**config.mk**
```make
export PLATFORM = sky130hd
export DESIGN_NAME = pulse_arbiter
export DESIGN_NICKNAME = d
export VERILOG_FILES = /design/src/rtl/pulse_arb_pkg.sv /design/src/rtl/pulse_sync_edge.sv /design/src/rtl/pulse_arbiter.sv
export SDC_FILE = /design/constraint.sdc
export NUM_CORES = 1
export LEC_CHECK = 0
export ABC_CLOCK_PERIOD_IN_PS = 1800
export BUFFER_PORTS_ARGS = -buffer_cell sky130_fd_sc_hd__clkbuf_2
export CELL_PAD_IN_SITES_DETAIL_PLACEMENT = 1
export CELL_PAD_IN_SITES_GLOBAL_PLACEMENT = 1
export CORE_UTILIZATION = 42
export CTS_BUF_LIST = sky130_fd_sc_hd__clkbuf_4 sky130_fd_sc_hd__clkbuf_8 sky130_fd_sc_hd__clkbuf_16
export CTS_CLUSTER_DIAMETER = 80
export DETAILED_ROUTE_END_ITERATION = 12
export GPL_ROUTABILITY_DRIVEN = 1
export PLACE_DENSITY_LB_ADDON = 0.1
export SETUP_SLACK_MARGIN = 0.2
export SLEW_MARGIN = 20
export SYNTH_ARGS = -nofsm -noshare
export SYNTH_HDL_FRONTEND = slang
export SYNTH_SLANG_ARGS = --single-unit
```
**constraint.sdc**
```tcl
create_clock -name Clock -period 1.8 [get_ports Clock]
set_input_delay 0.36 -clock Clock [delete_from_list [all_inputs] [get_ports Clock]]
set_output_delay 0.36 -clock Clock [all_outputs]
set_load 0.05 [all_outputs]
```
**src/rtl/pulse_arb_pkg.sv**
```systemverilog
// Shared definitions for the pulse arbiter: FSM state width and encodings.
package pulse_arb_pkg;
  localparam int STATE_W = 2;

  typedef enum logic [STATE_W-1:0] {
    IDLE  = 2'd0,
    START = 2'd1,
    WAIT  = 2'd2
  } state_e;
endpackage

```
**src/rtl/pulse_sync_edge.sv**
```systemverilog
// Per-requester front end: 2-flop synchronizer followed by a registered
// rising-edge detector.
// Ports:
//   Clock   - system clock
//   Resetn  - async active-low reset, clears every flop
//   pulse_i - raw asynchronous request level
//   edge_o  - one-cycle pulse per low-to-high transition of the synced level,
//             three clocks after pulse_i is first sampled high
module pulse_sync_edge (
  input  logic Clock,
  input  logic Resetn,
  input  logic pulse_i,
  output logic edge_o
);
  logic sync1_q, sync2_q, prev_q, edge_q;

  always_ff @(posedge Clock or negedge Resetn) begin
    if (!Resetn) begin
      sync1_q <= 1'b0;
      sync2_q <= 1'b0;
      prev_q  <= 1'b0;
      edge_q  <= 1'b0;
    end else begin
      sync1_q <= pulse_i;
      sync2_q <= sync1_q;
      prev_q  <= sync2_q;
      // Cleared prev_q means a level already high at reset release counts as one edge.
      edge_q  <= sync2_q & ~prev_q;
    end
  end

  assign edge_o = edge_q;
endmodule

```
**src/rtl/pulse_arbiter.sv**
```systemverilog
// Round-robin arbiter for N pulse requesters sharing one resource.
// Each press latches a pending bit; an IDLE/START/WAIT FSM grants one
// requester at a time, strobes o_start, and waits for i_done.
// Ports:
//   Clock, Resetn - system clock, async active-low reset
//   i_pulse[N]    - raw asynchronous request levels
//   i_done        - resource completion strobe, honoured only in WAIT
//   o_start       - one-cycle launch strobe (START state)
//   o_grant[N]    - one-hot grant, held through START and WAIT
//   o_grant_id    - binary index of the grant, zero in IDLE
//   o_busy        - high in START and WAIT
//   o_pending[N]  - latched requests not yet served
module pulse_arbiter
  import pulse_arb_pkg::*;
#(
  parameter int N  = 4,
  parameter int IW = 2
) (
  input  logic          Clock,
  input  logic          Resetn,
  input  logic [N-1:0]  i_pulse,
  input  logic          i_done,
  output logic          o_start,
  output logic [N-1:0]  o_grant,
  output logic [IW-1:0] o_grant_id,
  output logic          o_busy,
  output logic [N-1:0]  o_pending
);
  logic [N-1:0]  edge_w;
  state_e        state_q, state_d;
  logic [N-1:0]  pending_q, pending_d, clr;
  logic [N-1:0]  grant_q, grant_d;
  logic [IW-1:0] id_q, id_d, ptr_q, ptr_d, win_id;

  for (genvar g = 0; g < N; g++) begin : g_sync
    pulse_sync_edge u_sync (
      .Clock  (Clock),
      .Resetn (Resetn),
      .pulse_i(i_pulse[g]),
      .edge_o (edge_w[g])
    );
  end

  // Scan from ptr+N (= ptr itself) down to ptr+1 so the nearest index after
  // ptr overwrites farther ones; ptr only wins when it is the sole request.
  always_comb begin
    win_id = ptr_q;
    for (int off = N; off >= 1; off--) begin
      if (pending_q[(int'(ptr_q) + off) % N]) win_id = IW'((int'(ptr_q) + off) % N);
    end
  end

  always_comb begin
    state_d = state_q;
    grant_d = grant_q;
    id_d    = id_q;
    ptr_d   = ptr_q;
    clr     = '0;
    unique case (state_q)
      IDLE: begin
        if (|pending_q) begin
          state_d         = START;
          grant_d         = '0;
          grant_d[win_id] = 1'b1;
          id_d            = win_id;
          clr[win_id]     = 1'b1;
        end
      end
      START: state_d = WAIT;
      WAIT: begin
        if (i_done) begin
          state_d = IDLE;
          ptr_d   = id_q;
          grant_d = '0;
          id_d    = '0;
        end
      end
      default: begin
        state_d = IDLE;
        grant_d = '0;
        id_d    = '0;
      end
    endcase
    // A fresh edge beats the grant's clear, so a re-press is never lost.
    pending_d = (pending_q & ~clr) | edge_w;
  end

  always_ff @(posedge Clock or negedge Resetn) begin
    if (!Resetn) begin
      state_q   <= IDLE;
      pending_q <= '0;
      grant_q   <= '0;
      id_q      <= '0;
      ptr_q     <= IW'(N - 1);  // search starts at index 0 after reset
    end else begin
      state_q   <= state_d;
      pending_q <= pending_d;
      grant_q   <= grant_d;
      id_q      <= id_d;
      ptr_q     <= ptr_d;
    end
  end

  assign o_start    = (state_q == START);
  assign o_busy     = (state_q != IDLE);
  assign o_grant    = grant_q;
  assign o_grant_id = id_q;
  assign o_pending  = pending_q;
endmodule

```
==> metrics <==
outcome completed; Post-synth EDFFs 0; Synth top cells by count dfrtp_1, nor2_1, nor2b_1, a31oi_1, a32o_1; min-delay worst type in -> reg; via count of the routed design a little under 800; Placed Area between 1000 and 1500 um^2; fin area 1354 um^2; I/O Buffers 18; Crit path required time 2.02 ns; Final Core Density 55.15%; Slew Viols, Final 0; critical path peak fanout 7; initial DRC count 3; min cycle time layout 1.574 ns; total power 2685 uW; Final nets 120; busiest grt layer met2; drt wl/cell 15.31 um; WHS Path Cells 1; P&R area growth vs syn 25.38%; clk_skew about 0.011 ns; period utilisation layout between 80% and 90%; initial antenna violation count 0; met3 Track Usage GR 7.826%; Unique masters post-synth 25; CP endpoint kind flop; DRC viols 0; CTS max path bufs 2; post-synthesis cell area 1080 um^2; Setup-failing EPs final 0; routability cong. between 0.7 and 0.8; DR vias/cell 5.403; total negative slack 0 ns; CTS tree yes; pre-CTS setup slack 0.1611 ns; Num Clock Sinks 30; dpl hpwl approximately 1.5 mm; post-synth top area share 64.89%; Worst-path clk slew 0.10 ns; GR Util met1 21.72%; maximum number of pins on one net before global-route repair 15; Setup WS post-layout 0.2260 ns; syn nets 88; Leak 0.0006242 uW; Initial Util 43.99%; Post-Syn Instances 81; share of cells above drive strength 1 41.23%; Clock Latency Late Sink between 0.3 and 0.4 ns; DR pass1 iterations 4; ys flop type dfrtp_1; I/O pin total 19; post-synthesis sequential area ratio 69.76%; CP Class reg -> reg; core area 2455 um^2; critical path arrival 1.80 ns; PD cells between 1500 and 2000 nW/um^2; Die Wd around 53 um; top-count cell post-synth dfrtp_1; ranking of synthesized cells by area dfrtp_1, dfstp_2, nor2_1; cell row count 18; Mean Syn Cell Area 13.33 um^2; final hold violation count 0; vias in the first global route approximately 760; reg2reg path depth 4; Slew headroom between 60% and 70%; Post-synth ARST share 100.0%; Final ANT Viol Nets 0; chip height 52.71 um; Overflow after GRT 0; die area 2778 um^2; largest area contributor in the netlist dfrtp_1; CTS buffer count 5; max_cap viols 0; antenna cells 0; Yosys warnings 0; global-route wire length before repair 3.539 mm; met2 Resource Use GR 31.65%; worst vdd ir 0.9869 mV; fmax 635.3 MHz; Worst Max-Slew Pin Slew 0.4614 ns; Total GRT Usage approximately a fifth; Root Buffer clkbuf_4; H-tree levels 2; RSZ-0062 raised after global routing yes; crit path launch type flop; WL final ~2.2 mm; Synth Register Bits 30
==> kinds of logic (layout without fill, tap and decap cells) <==
| group | after synthesis | after routing | synth area share (%) |
|---|---|---|---|
| compound gates | 18 | 18 | 13.09 |
| buf+inv | 2 | 35 | 0.6955 |
| flops | 30 | 30 | 69.76 |
| mux | 2 | 2 | 2.086 |
| simple gates | 29 | 29 | 14.37 |
==> flip-flops by register name, summed over array words and instances (netlist names) <==
| signal | cells |
|---|---|
| state_q | 2 |
| g_sync.u_sync.sync2_q | 4 |
| o_pending | 4 |
| o_grant | 4 |
| g_sync.u_sync.edge_o | 4 |
| ptr_q | 2 |
| g_sync.u_sync.prev_q | 4 |
| g_sync.u_sync.sync1_q | 4 |
| o_grant_id | 2 |
==> what timing repair did <==
| item | 4_1_cts | 5_1_grt |
|---|---|---|
| setup buffers | 0 | 3 |
| endpoints found under the setup margin | 3 | 10 |
| hold endpoints to repair | 10 | 0 |
| gates resized for setup | 4 | 4 |
| hold buffers | 1 | 0 |
| cloned | 0 | 0 |
| pin swaps | 0 | 1 |
==> metal layers <==
| layer | vias up | wire length [um] |
|---|---|---|
| met5 | - | 0 |
| met4 | 0 | 55 |
| met3 | 6 | 102 |
| met2 | 22 | 1102 |
| met1 | 396 | 944 |
| li1 | 354 | - |
==> placed cells by master, fill, tap and decap left out, types with 2 or more instances in the layout <==
cell type / Yosys / final
buf_4: 0 / 6
nand2b_1: 2 / 2
a21oi_1: 2 / 2
a22o_1: 2 / 2
a31oi_1: 4 / 4
a32o_1: 4 / 4
nand2_1: 2 / 2
dfrtp_1: 28 / 26
dfstp_2: 2 / 2
dfrtp_2: 0 / 2
clkbuf_4: 0 / 5
clkbuf_8: 0 / 2
mux2_2: 2 / 2
clkbuf_2: 0 / 16
nor2b_1: 6 / 5
nor2_1: 12 / 11
==> cell type report <==
class                           instances  area [um^2]
Sequential cell                        30        755.7
Timing Repair Buffer                   25        153.9
Tap cell                               30        37.54
Multi-Input combinational cell         49        335.3
Inverter                                2        7.507
Clock buffer                            6        51.30
Clock inverter                          2        12.51
Fill cell                             262         1101
==> worst max-delay path, cell delays in order (launching register included) <==
cell and delay [ns]:
dfstp_2 0.59, nand2b_1 0.11, a21oi_1 0.10, or3_4 0.41
a32o_1 0.25
==> per-stage QoR <==
stage                     hold slack (ns)  instances
after global routing               0.1106        144
final                              0.1390        144
after detailed placement           0.2956        132
after floorplan                   0.06441         81
after CTS                          0.1169        141
after global placement             0.2766        132
==> path summary, 6_finish.rpt <==
check                                                      to  slack (ns)                          startpoint
setup reg to reg                       o_grant[3]$_DFFE_PN0P_        0.23                ptr_q[1]$_DFFE_PN1P_
max in group asynchronous   g_sync[2].u_sync.edge_o$_DFF_PN0_        0.88                              Resetn
setup / recovery                       o_grant[3]$_DFFE_PN0P_        0.23                ptr_q[1]$_DFFE_PN1P_
hold / removal             g_sync[0].u_sync.sync1_q$_DFF_PN0_        0.14                          i_pulse[0]
hold reg to reg            g_sync[3].u_sync.sync2_q$_DFF_PN0_        0.36  g_sync[3].u_sync.sync1_q$_DFF_PN0_
min in group asynchronous              o_pending[0]$_DFF_PN0_        0.46                              Resetn
==> where the power goes <==
group          switching (uW)  internal [uW]
Sequential                170            834
Clock                     230            187
Combinational             797            466
Total                    1200           1490
No activity file was read; power rests on OpenSTA's default activity.
